[src/rtl/huff_pair_decoder.sv]
// Serial Huffman big-value pair decoder: one bitstream bit per beat, external codebook LUT,
// linbits escape and sign handling, (x, y) pair out over valid/ready. Optional flush port: HUFF_FLUSH_EN.
module huff_pair_decoder #(
   parameter int unsigned MAX_BITS = 19,
   parameter int unsigned LIN_MAX  = 13,
   parameter int unsigned OUT_W    = 16
) (
   input  logic                clk,
   input  logic                rst,
`ifdef HUFF_FLUSH_EN
   input  logic                flush,
`endif
   input  logic                s_valid,
   input  logic                s_data,
   output logic                s_ready,
   input  logic [3:0]          linbits,
   output logic [4:0]          lut_len,
   output logic [MAX_BITS-1:0] lut_code,
   input  logic                lut_found,
   input  logic [3:0]          lut_x,
   input  logic [3:0]          lut_y,
   output logic                m_valid,
   input  logic                m_ready,
   output logic [OUT_W-1:0]    x_val,
   output logic [OUT_W-1:0]    y_val,
   output logic                err_overlong,
   output logic [15:0]         pair_count
);

   localparam int unsigned LEN_W = 5;
   localparam int unsigned CNT_W = 4;
   localparam int unsigned LIN_W = LIN_MAX;

   typedef enum logic [2:0] {S_CODE, S_XLIN, S_XSIGN, S_YLIN, S_YSIGN, S_OUT} state_e;

   state_e               state_q, state_d;
   logic [LEN_W-1:0]     len_q, len_d;
   logic [MAX_BITS-1:0]  code_q, code_d;
   logic [3:0]           xa_q, xa_d, ya_q, ya_d, lb_q, lb_d;
   logic [CNT_W-1:0]     cnt_q, cnt_d;
   logic [LIN_W-1:0]     xlin_q, xlin_d, ylin_q, ylin_d;
   logic                 xs_q, xs_d, ys_q, ys_d;
   logic                 m_valid_q, m_valid_d, err_q, err_d;
   logic [OUT_W-1:0]     x_val_q, x_val_d, y_val_q, y_val_d;
   logic [15:0]          pair_count_q, pair_count_d;
   logic [3:0]           lb_sat;

   // Next state once the x component (if any) has been fully read
   function automatic state_e after_x(input logic [3:0] y, input logic [3:0] lb);
      if (y == 4'd15 && lb != 4'd0) return S_YLIN;
      else if (y != 4'd0)           return S_YSIGN;
      else                          return S_OUT;
   endfunction

   function automatic state_e after_code(input logic [3:0] x, input logic [3:0] y, input logic [3:0] lb);
      if (x == 4'd15 && lb != 4'd0) return S_XLIN;
      else if (x != 4'd0)           return S_XSIGN;
      else                          return after_x(y, lb);
   endfunction

   function automatic logic [OUT_W-1:0] signed_val(input logic [3:0] a, input logic [LIN_W-1:0] lin,
                                                   input logic neg);
      logic [OUT_W-1:0] mag;
      mag = OUT_W'(a) + OUT_W'(lin);
      return neg ? OUT_W'(0) - mag : mag;
   endfunction

   assign lb_sat = (32'(linbits) > LIN_MAX) ? 4'(LIN_MAX) : linbits;

   always_comb begin
      state_d      = state_q;
      len_d        = len_q;
      code_d       = code_q;
      xa_d         = xa_q;
      ya_d         = ya_q;
      lb_d         = lb_q;
      cnt_d        = cnt_q;
      xlin_d       = xlin_q;
      ylin_d       = ylin_q;
      xs_d         = xs_q;
      ys_d         = ys_q;
      m_valid_d    = m_valid_q;
      x_val_d      = x_val_q;
      y_val_d      = y_val_q;
      err_d        = 1'b0;
      pair_count_d = pair_count_q;
      s_ready      = 1'b0;

      case (state_q)
         S_CODE: begin
            if (len_q != LEN_W'(0) && lut_found) begin
               xa_d    = lut_x;
               ya_d    = lut_y;
               lb_d    = lb_sat;
               len_d   = LEN_W'(0);
               code_d  = '0;
               cnt_d   = CNT_W'(0);
               xlin_d  = '0;
               ylin_d  = '0;
               xs_d    = 1'b0;
               ys_d    = 1'b0;
               state_d = after_code(lut_x, lut_y, lb_sat);
            end else if (len_q == LEN_W'(MAX_BITS)) begin
               // No codeword matched: drop the accumulated bits and resync
               err_d  = 1'b1;
               len_d  = LEN_W'(0);
               code_d = '0;
            end else begin
               s_ready = 1'b1;
               if (s_valid) begin
                  for (int i = 0; i < MAX_BITS; i++)
                     if (LEN_W'(MAX_BITS - 1 - i) == len_q) code_d[i] = s_data;
                  len_d = len_q + LEN_W'(1);
               end
            end
         end
         S_XLIN: begin
            s_ready = 1'b1;
            if (s_valid) begin
               xlin_d = {xlin_q[LIN_W-2:0], s_data};
               cnt_d  = cnt_q + CNT_W'(1);
               if (cnt_q + CNT_W'(1) == lb_q) begin
                  cnt_d   = CNT_W'(0);
                  state_d = S_XSIGN;
               end
            end
         end
         S_XSIGN: begin
            s_ready = 1'b1;
            if (s_valid) begin
               xs_d    = s_data;
               state_d = after_x(ya_q, lb_q);
            end
         end
         S_YLIN: begin
            s_ready = 1'b1;
            if (s_valid) begin
               ylin_d = {ylin_q[LIN_W-2:0], s_data};
               cnt_d  = cnt_q + CNT_W'(1);
               if (cnt_q + CNT_W'(1) == lb_q) begin
                  cnt_d   = CNT_W'(0);
                  state_d = S_YSIGN;
               end
            end
         end
         S_YSIGN: begin
            s_ready = 1'b1;
            if (s_valid) begin
               ys_d    = s_data;
               state_d = S_OUT;
            end
         end
         S_OUT: begin
            if (m_ready) begin
               m_valid_d    = 1'b0;
               pair_count_d = pair_count_q + 16'd1;
               state_d      = S_CODE;
            end
         end
         default: state_d = S_CODE;
      endcase

`ifdef HUFF_FLUSH_EN
      // Flush abandons a partial pair but never a pair already presented
      if (flush && state_q != S_OUT) begin
         s_ready = 1'b0;
         state_d = S_CODE;
         len_d   = LEN_W'(0);
         code_d  = '0;
         cnt_d   = CNT_W'(0);
         xlin_d  = '0;
         ylin_d  = '0;
         xs_d    = 1'b0;
         ys_d    = 1'b0;
         err_d   = 1'b0;
      end
`endif

      if (state_q != S_OUT && state_d == S_OUT) begin
         m_valid_d = 1'b1;
         x_val_d   = signed_val(xa_d, xlin_d, xs_d);
         y_val_d   = signed_val(ya_d, ylin_d, ys_d);
      end
   end

   always_ff @(posedge clk) begin
      if (rst) begin
         state_q      <= S_CODE;
         len_q        <= '0;
         code_q       <= '0;
         xa_q         <= '0;
         ya_q         <= '0;
         lb_q         <= '0;
         cnt_q        <= '0;
         xlin_q       <= '0;
         ylin_q       <= '0;
         xs_q         <= 1'b0;
         ys_q         <= 1'b0;
         m_valid_q    <= 1'b0;
         x_val_q      <= '0;
         y_val_q      <= '0;
         err_q        <= 1'b0;
         pair_count_q <= '0;
      end else begin
         state_q      <= state_d;
         len_q        <= len_d;
         code_q       <= code_d;
         xa_q         <= xa_d;
         ya_q         <= ya_d;
         lb_q         <= lb_d;
         cnt_q        <= cnt_d;
         xlin_q       <= xlin_d;
         ylin_q       <= ylin_d;
         xs_q         <= xs_d;
         ys_q         <= ys_d;
         m_valid_q    <= m_valid_d;
         x_val_q      <= x_val_d;
         y_val_q      <= y_val_d;
         err_q        <= err_d;
         pair_count_q <= pair_count_d;
      end
   end

   assign lut_len      = len_q;
   assign lut_code     = code_q;
   assign m_valid      = m_valid_q;
   assign x_val        = x_val_q;
   assign y_val        = y_val_q;
   assign err_overlong = err_q;
   assign pair_count   = pair_count_q;

endmodule

[config.mk]
export PLATFORM = sky130hd
export DESIGN_NAME = huff_pair_decoder
export DESIGN_NICKNAME = d
export VERILOG_FILES = /design/src/rtl/huff_pair_decoder.sv
export SDC_FILE = /design/constraint.sdc
export NUM_CORES = 1
export LEC_CHECK = 0
export ABC_CLOCK_PERIOD_IN_PS = 6650
export CAP_MARGIN = 20
export CORE_MARGIN = 5
export CORE_UTILIZATION = 41
export DETAILED_ROUTE_END_ITERATION = 7
export PLACE_DENSITY_LB_ADDON = 0.12
export SLEW_MARGIN = 15
export SYNTH_ARGS = -nofsm -noshare
export SYNTH_HDL_FRONTEND = slang
export SYNTH_SLANG_ARGS = --single-unit
[constraint.sdc]
create_clock -name clk -period 6.65 [get_ports clk]
set_input_delay 0.665 -clock clk [delete_from_list [all_inputs] [get_ports clk]]
set_output_delay 0.665 -clock clk [all_outputs]
set_load 0.01 [all_outputs]
==> metrics.md <==
| Metric | Value |
|---|---|
| CP required | 6.98 ns |
| Total gr overflow | 0 |
| Starting Density | 0.4210 |
| Setup TNS | 0 ns |
| Leak Pwr | 0.003195 µW |
| Fraction of registers with async set/reset | 0 |
| CTS sink count | 119 |
| Seq/Total Area, Yosys | 0.3388 |
| Power per Cell Area | 316.1 mW/mm² |
| TritonCTS clock tree | yes |
| Final Max Slew Viols | 0 |
| Max clock buf depth | 2 |
| Rows | 47 |
| Final Hold Fails | 0 |
| DRC Markers | 0 |
| Htree depth | 4 |
| Die Span Y | 141.0 µm |
| WHS Endpoint | y_val[3] |
| R2R Setup Slk | 1.67 ns |
| Crit Path Class | reg2reg |
| Detailed Route Iter0 Violations | 428 |
| TritonCTS Buffers | 17 |
| Final nets | 981 |
| Outcome | completed |
| Worst-path cell chain | nor3_2, and3_1, buf_4, mux2i_1, inv_1, ha_1, a21o_1, a21o_1, maj3_1, o2bb2ai_1, nand2_1, xnor2_1, nand3_1, or4_1, a31oi_1 |
| Post-CTS sizing | 0 |
| Startpoint types | flip-flop |
| Die area | 0.01987 mm² |
| Final setup viols | 0 |
| Clk_lat worst skew | 0.42 ns |
| M3 GR Usage | 0.04436 |
| Setup Buffers After CTS | 0 |
| Hpwl dp | 13560 µm |
| Root Buffer | clkbuf_16 |
| Met2 capacity usage during global routing | 0.2921 |
| Crit-path max FO | 23 |
| Port Buffers | 92 |
| Hold crit path type | reg2reg |
| Reg2Reg Depth | 15 |
| Clock slew at reported path FFs | 0.05 ns |
| Final core occ | 0.5154 |
| Max_cap viols | 0 |
| Mapped Nets | 918 |
| Hold_buf cts | 0 |
| Most used cell, CP | a21o_1 |
| Highest-delay cell along the critical path | nor3_2 |
| First-pass GRT wire length | 31620 µm |
| Antenna cells | 0 |
| Period utilization | 0.7486 |
| Minimum clock period | 4.978 ns |
| Routed wire per std cell | 16.22 µm |
| Number of synthesized flops with an enable pin | 0 |
| Syn Area/Cell | 7.963 µm² |
| Reg-to-Reg End | y_val[11] |
| Yosys reg bits | 119 |
| Busiest grt layer | met2 |
| DR vias | 6591 |
| Slowest stage delay, CP | 0.65 ns |
| RSZ-0062 raised after global routing | no |
| DRT antenna net count | 0 |
| Share of cells above drive strength 1 | 0.05846 |
| Reg2reg start | state_q[2] |
| CP delay by family, top | simple AND/OR/NAND/NOR gates |
| Yosys cell types | 84 |
| Vias/cell | 5.595 |
| Yosys Warn Count | 0 |
| Worst slew pin tran | 1.049 ns |
| Mapped Cells | 883 |
| Total wire length | 19110 µm |
| Total GRT Usage | 0.1945 |
| IO Pins | 93 |
| # fillers | 1691 |
| Initial antenna violation count | 0 |
| Worst relative slew slack | 0.3004 |
| Drt pass-1 iters | 5 |
| Met1 GRT Util | 0.2779 |
| Min-Delay Path Depth | 2 |
| Worst Path Buf+Inv | 2 |
| Fmax achieved | 200.9 MHz |
| CP endpoint kind | flip-flop |
| Routability cong. | 0.9147 |
| Number of global-route vias before repair | 6142 |
| Netlist Area Pre-Place | 0.007032 mm² |
| Post-synth top flop | dfxtp_1 |
| DIE WIDTH | 141.0 µm |
| Core ar. | 0.01670 mm² |
| Peak VDD IR | 0.1976 mV |
| Largest net degree at the start of global routing | 71 |
| Synthesis-to-layout area growth | 22.40% |
| Final Skew | 0.01121 ns |
| CP arrival | 5.31 ns |
| Hold_sp | y_val[3] |
-- cells in the final DEF, fill, tap and decap left out, types with 9 or more instances in the layout --
cell type and instances:
nand3_1 29, dfxtp_1 119, inv_1 19, mux2i_1 29, nand4_1 16, clkbuf_16 17, nor3_1 19, clkdlybuf4s50_1 91
o21ai_0 44, a22oi_1 9, a31oi_1 19, and2_1 16, xnor2_1 25, nor4_1 9, a21oi_1 50, ha_1 15
xor2_1 31, and3_1 13, nor2_1 102, nand2_1 118, a21o_1 9, a211oi_1 13, or3_1 11
-- final cells by class --
class | count | area, µm² | share of cell area
clock buffer | 19 | 442.9 | 0.05146
clock inverter | 12 | 130.1 | 0.01512
inverter | 19 | 71.32 | 0.008286
multi-input combinational | 691 | 4342 | 0.5044
sequential | 119 | 2382 | 0.2768
tap | 220 | 275.3 | 0.03198
timing repair buffer | 98 | 963.4 | 0.1119
-- layer usage --
layer | wire [µm] | up-vias
li1 | - | 3314
met5 | 0 | -
met3 | 1145 | 27
met4 | 322 | 0
met2 | 8223 | 189
met1 | 9422 | 3061
-- where the power goes --
part | internal (µW) | switching [µW] | total, µW | leakage [µW]
logic | 381 | 590 | 971 | 0.00197
registers | 782 | 76.9 | 859 | 0.000961
clock network | 557 | 335 | 892 | 0.000267
-- worst min-delay path, cell delays in order, from the launching register on --
cell and delay (ns):
dfxtp_1 0.31, nand2_1 0.05, a21oi_1 0.05
-- per-stage QoR --
step	hold slack (ns)	cell area [µm²]	setup WS [ns]	total power [µW]	instances
final	0.4513	8607	1.672	2721	1178
after global routing	0.4839	8607	1.310	2894	1178
after CTS	0.4548	8607	1.731	2743	1178
after detailed placement	0.4468	8034	1.464	1838	1147
after global placement	0.4407	8034	1.593	1836	1147
after floorplan	0.4443	7032	1.757	1552	883
-- synthesized netlist by cell type, drive strengths merged, types with 5 or more instances --
cell type / number / area share
buf: 14 / 0.012
a21oi: 51 / 0.037
nand3: 30 / 0.023
mux2i: 30 / 0.043
a211oi: 13 / 0.014
nor2: 102 / 0.054
a21o: 9 / 0.0096
nor2b: 5 / 0.0044
ha: 15 / 0.027
inv: 19 / 0.010
maj3: 5 / 0.0077
and2: 17 / 0.015
nand2b: 5 / 0.0044
nand2: 118 / 0.063
o22ai: 6 / 0.0053
xor2: 31 / 0.039
and3: 13 / 0.012
dfxtp: 119 / 0.34
a31oi: 20 / 0.019
xnor2: 25 / 0.031
o21ai: 45 / 0.032
or3: 11 / 0.0098
nand4: 16 / 0.014
or4: 5 / 0.0059
nor4: 9 / 0.0080
a22oi: 9 / 0.0096
clkbuf: 40 / 0.021
o21a: 5 / 0.0053
nor3: 21 / 0.017
-- state kept, by name, summed over array words and instances, names as in the netlist, 3 cells and up --
register / cells
lut_code: 19
pair_count: 16
x_val: 15
y_val: 15
xlin_q: 13
ylin_q: 13
lut_len: 5
cnt_q: 4
lb_q: 4
xa_q: 4
ya_q: 4
state_q: 3
-- cell families after synthesis --
family / Yosys count / synth area share
DFF: 119 / 0.3388
AOI/OAI and AO/OA: 210 / 0.2027
buffers and inverters: 73 / 0.04377
adders and majority gates: 22 / 0.04004
muxes: 33 / 0.04804
and+or+nand+nor: 369 / 0.2537
xor gates and xnor gates: 57 / 0.07295
-- worst max path at each step --
stage | from | end | slack, ns | cells past startpoint
2_1_floorplan | lut_len[0] | y_val[11] | 1.76 | 23
3_3_place_gp | s_valid | y_val[11] | 1.59 | 16
3_5_place_dp | s_valid | y_val[11] | 1.46 | 16
4_1_cts | state_q[2] | y_val[11] | 1.73 | 15
5_1_grt | state_q[2] | y_val[11] | 1.31 | 15
6_report | state_q[2] | y_val[11] | 1.67 | 15
No activity file was read; power rests on OpenSTA's default activity.
==> RTL edit 1 (config.mk and constraints unchanged) <==
The option `HUFF_FLUSH_EN` is turned on by a define.
--- a/src/rtl/huff_pair_decoder.sv
+++ b/src/rtl/huff_pair_decoder.sv
@@ -1,5 +1,7 @@
 // Serial Huffman big-value pair decoder: one bitstream bit per beat, external codebook LUT,
 // linbits escape and sign handling, (x, y) pair out over valid/ready. Optional flush port: HUFF_FLUSH_EN.
+`define HUFF_FLUSH_EN
+
 module huff_pair_decoder #(
    parameter int unsigned MAX_BITS = 19,
    parameter int unsigned LIN_MAX  = 13,
Interface: changed (added flush); port bits go from 93 to 94. No check against the original RTL was run, so the function may have changed too.
==> RTL edit 1 against the original RTL <==
Worst setup slack got worse by 0.20 ns. Final cell count fell by 1.1%. Synthesized area fell by 1.9%. Core utilization fell by 0.21 points. Register-to-register slack got worse by 0.10 ns. Die area fell by 1.7%. Sequential share of layout area rose by 0.41 points. Cell area fell by 1.5%. Global-route usage fell by 1.1 points. Maximum frequency fell by 3.9%. Routed wire length fell by 6.1%. Sequential cell count did not move.
Power is not compared: it rests on default switching activity, and its combinational part moved more than twofold at a synthesized area within 25%.
==> RTL edit 1: results (changes against the original RTL) <==
The synthesized area divided by synthesized cell count came out at 7.93 µm² (was 7.96 µm²). The final layout net count was 971 (was 981); the count of placed standard cells including taps was 1133 (was 1147). The per-cell via count in the routed design came out at 5.38 (was 5.60).

The type of the setup path with the least slack was input pin to register (was register to register). The run gives 18 (was 19) as the total of clock buffers placed in the layout. List of most frequent post-synthesis cells: 140 x nor2_1, 119 x dfxtp_1, 87 x nand2_1, 49 x a21oi_1, 46 x o21ai_0 (was 119 x dfxtp_1, 118 x nand2_1, 102 x nor2_1, 50 x a21oi_1, 44 x o21ai_0). The share of the clock period used by the worst path after layout was 77.9% (was 74.9%); the setup slack of the worst register-to-register path was 1.57 ns (was 1.67 ns).

The met1 routing resource usage after global routing was 25.7% (was 27.8%); the maximum fanout along the worst path was 15 (was 23). Share of post-route cells with drive strength above 1: 6.35% (was 5.85%). Capture instance of the worst register-to-register path: x_val[12] (was y_val[11]). The tools report the multi-input logic cell count as 675 (was 691). The slew at the pin with the worst max-slew slack is 1.00 ns (was 1.05 ns), and the area of combinational cells with multiple inputs is 4200 µm² (was 4340 µm²). The number of standard cells in the final layout excluding fillers came out at 1165 (was 1178).

Main area contributors after synthesis: dfxtp_1 35%, nor2_1 7.6%, nand2_1 4.7%, mux2i_1 4.5%, a21oi_1 3.6% (was dfxtp_1 34%, nand2_1 6.3%, nor2_1 5.4%, mux2i_1 4.1%, xor2_1 3.9%). The tools report the worst min-delay path startpoint as xa_q[0] (was y_val[3]). Beginning of the critical path: lut_found (was state_q[2]).

The arrival time at the worst endpoint came out at 5.48 ns (was 5.31 ns). Net count after synthesis: 908 (was 918). The worst hold slack after final layout came out at 0.461 ns (was 0.451 ns).

The tools report the met3 global-route usage as 4.12% (was 4.44%). The non-clock inverter count in the final layout came out at 22 (was 19). The final clock skew came out at 0.0116 ns (was 0.0112 ns). Start of the worst register-to-register path: state_q[1] (was state_q[2]). The cell area reported after detailed placement came out at 7900 µm² (was 8030 µm²).

For the met2 usage in global routing, the log shows 28.1% (was 29.2%). The run gives 5853 (was 6142) as the via count of the first global-routing pass. Non-clock buffer contribution to total cell area: 11.5% (was 11.2%). The fill cell instance count of the final layout was 1651 (was 1691); the total routing resource utilization after global routing was 18.3% (was 19.5%).

The top cell family by delay on the critical path was buffers and inverters (was simple AND/OR/NAND/NOR gates). The capture endpoint of the worst hold path is xa_q[0] (was y_val[3]). The share of synthesized area occupied by flip-flops and latches came out at 34.5% (was 33.9%). The standard cell with the maximum stage delay on the critical path is clkdlybuf4s50_1 (was nor3_2).

The clock-cell share of area works out to 6.64% (was 6.66%). The area overhead of the layout relative to synthesis is 22.9% (was 22.4%), and the wire length of the first global-routing pass is 29800 µm (was 31600 µm). The run gives 1.07 ns (was 1.46 ns) as the minimum setup slack after placement.

The pin count of the biggest net entering global routing was 62 (was 71). The weighted congestion reported at the end of routability-driven placement was 0.839 (was 0.915). The flow ran to the end, and the final reports show no timing, DRC or antenna violations.
[RTL edit 1: tightest hold or removal path, cell delays in order (launching register included)]
cell	delay, ns
dfxtp_1	0.29
nand2_1	0.06
a21oi_1	0.06
[RTL edit 1: logic make-up after synthesis]
logic type                 after synthesis  share of synthesized area (%)
muxes                                   33                           4.82
AOI/OAI and AO/OA                      198                           19.1
xor gates and xnor gates                48                           6.09
buffers and inverters                   76                           4.70
DFF                                    119                           34.5
adders and majority gates               19                           3.66
and+or+nand+nor                        377                           27.1
[RTL edit 1: per-layer routing]
layer	share of wire (%)	wire length (µm)	vias to the layer above
li1	-	-	3234
met1	50	9030	2875
met2	44	7850	137
met3	4.8	865	17
met4	1.1	201	0
met5	0	0	-
[RTL edit 1: power by group]
| part | internal [W] | leakage, nW | switching [W] |
|---|---|---|---|
| Combinational | 0.0000531 | 1.82 | 0.0000926 |
| Clock | 0.000545 | 0.260 | 0.000341 |
| Sequential | 0.000720 | 0.959 | 0.00000587 |
| Total | 0.00132 | 3.04 | 0.000439 |
==> RTL edit 2 (config.mk and constraints unchanged) <==
Made on the original files. `xa_q` no longer has a reset.
--- a/src/rtl/huff_pair_decoder.sv
+++ b/src/rtl/huff_pair_decoder.sv
@@ -188,7 +188,6 @@
          state_q      <= S_CODE;
          len_q        <= '0;
          code_q       <= '0;
-         xa_q         <= '0;
          ya_q         <= '0;
          lb_q         <= '0;
          cnt_q        <= '0;
@@ -205,7 +204,6 @@
          state_q      <= state_d;
          len_q        <= len_d;
          code_q       <= code_d;
-         xa_q         <= xa_d;
          ya_q         <= ya_d;
          lb_q         <= lb_d;
          cnt_q        <= cnt_d;
@@ -221,6 +219,10 @@
       end
    end
 
+   always_ff @(posedge clk) begin
+      xa_q <= xa_d;
+   end
+
    assign lut_len      = len_q;
    assign lut_code     = code_q;
    assign m_valid      = m_valid_q;
Formal check against the unedited RTL: no difference found for any inputs over 4 cycles, from zero or initial values and one cycle with rst high; that may be too few to reach the edited logic, so the function may still have changed.
==> RTL edit 2 against the original RTL <==
Core utilization fell by 0.19 points. Routed wire length fell by 6.6%. Critical path type is now input pin to register. Count of clock-buffer cells in the layout up 2. Synthesized area shrank 1.6%. Hold slack gained 0.015 ns. Die area down 1.5%. Non-clock buffer count increased by 1. Cell area is 1.1% lower. Worst setup slack lost 0.46 ns. Global-route usage fell by 1.0 points. Sequential cell count stayed put.
Power is not compared: it rests on default switching activity, and its combinational part moved more than twofold at a synthesized area within 25%.
==> RTL edit 2: results (changes against the original RTL) <==
The run gives 1629 (was 1691) as the fill cell instance count of the final layout. Final layout net count: 948 (was 981). Remaining max-slew budget at the tightest pin: 43.8% (was 30.0%). The worst hold slack after final layout is 0.466 ns (was 0.451 ns), and the final clock skew is 0.00879 ns (was 0.0112 ns).

The setup slack of the worst register-to-register path was 1.31 ns (was 1.67 ns); the initial standard-cell utilization of the core was 41.7% (was 42.1%). The share of the final layout cell area in sequential cells is 28.0% (was 27.7%), and the met2 wirelength from detailed routing is 7600 µm (was 8220 µm). The flow ran to the end, and the final reports show no timing, DRC or antenna violations. Distinct cell type count after synthesis: 82 (was 84).

List of most frequent post-synthesis cells: 123 x nor2_1, 119 x dfxtp_1, 89 x nand2_1, 42 x o21ai_0, 39 x a21oi_1 (was 119 x dfxtp_1, 118 x nand2_1, 102 x nor2_1, 50 x a21oi_1, 44 x o21ai_0). Clock-cell share of area: 6.98% (was 6.66%). The beginning of the critical path was lut_found (was state_q[2]). The logs give 17800 µm (was 19100 µm) for the total detailed-routing wirelength and 883 (was 918) for the net count after synthesis. The met2 usage in global routing is 27.4% (was 29.2%), and the layout sequential cell count is 119 (unchanged). The tools report the highest achievable clock rate as 0.184 GHz (was 0.201 GHz). The worst min-delay path startpoint was xa_q[2] (was y_val[3]). The wire length of the first global-routing pass is 30100 µm (was 31600 µm). For the total met3 wirelength after detailed routing, the log shows 876 µm (was 1150 µm). The xor-xnor portion of the synthesized cell area works out to 7.98% (was 7.30%).

The capture instance of the worst register-to-register path is x_val[13] (was y_val[11]). Routed length on met1: 9060 µm (was 9420 µm).
==> RTL edit 2: cell count changes in the layout (fill, tap and decap cells not counted), moves of 5 or more <==
| cell | unedited run | this run |
|---|---|---|
| xnor2_1 | 25 | 30 |
| mux2i_1 | 29 | 35 |
| nand3_1 | 29 | 21 |
| a21oi_1 | 50 | 39 |
| nand2_1 | 118 | 89 |
| nand4_1 | 16 | 10 |
| a31oi_1 | 19 | 10 |
| and2_1 | 16 | 7 |
| nor2b_1 | 5 | 14 |
| a211oi_1 | 13 | 18 |
| nor2_1 | 102 | 123 |
| nor3_1 | 19 | 13 |
==> RTL edit 2: worst max-delay path, cell delays in order <==
cell             delay, ns
clkdlybuf4s50_1       0.74
inv_1                 0.25
nor3_2                0.37
buf_4                 0.35
mux2i_1               0.40
inv_1                 0.10
ha_1                  0.29
a21o_1                0.17
a21oi_1               0.30
a211oi_1              0.15
o21ai_1               0.39
nor2_1                0.21
a211oi_1              0.63
or3_1                 0.21
o41ai_1               0.08
a2111oi_1             0.40
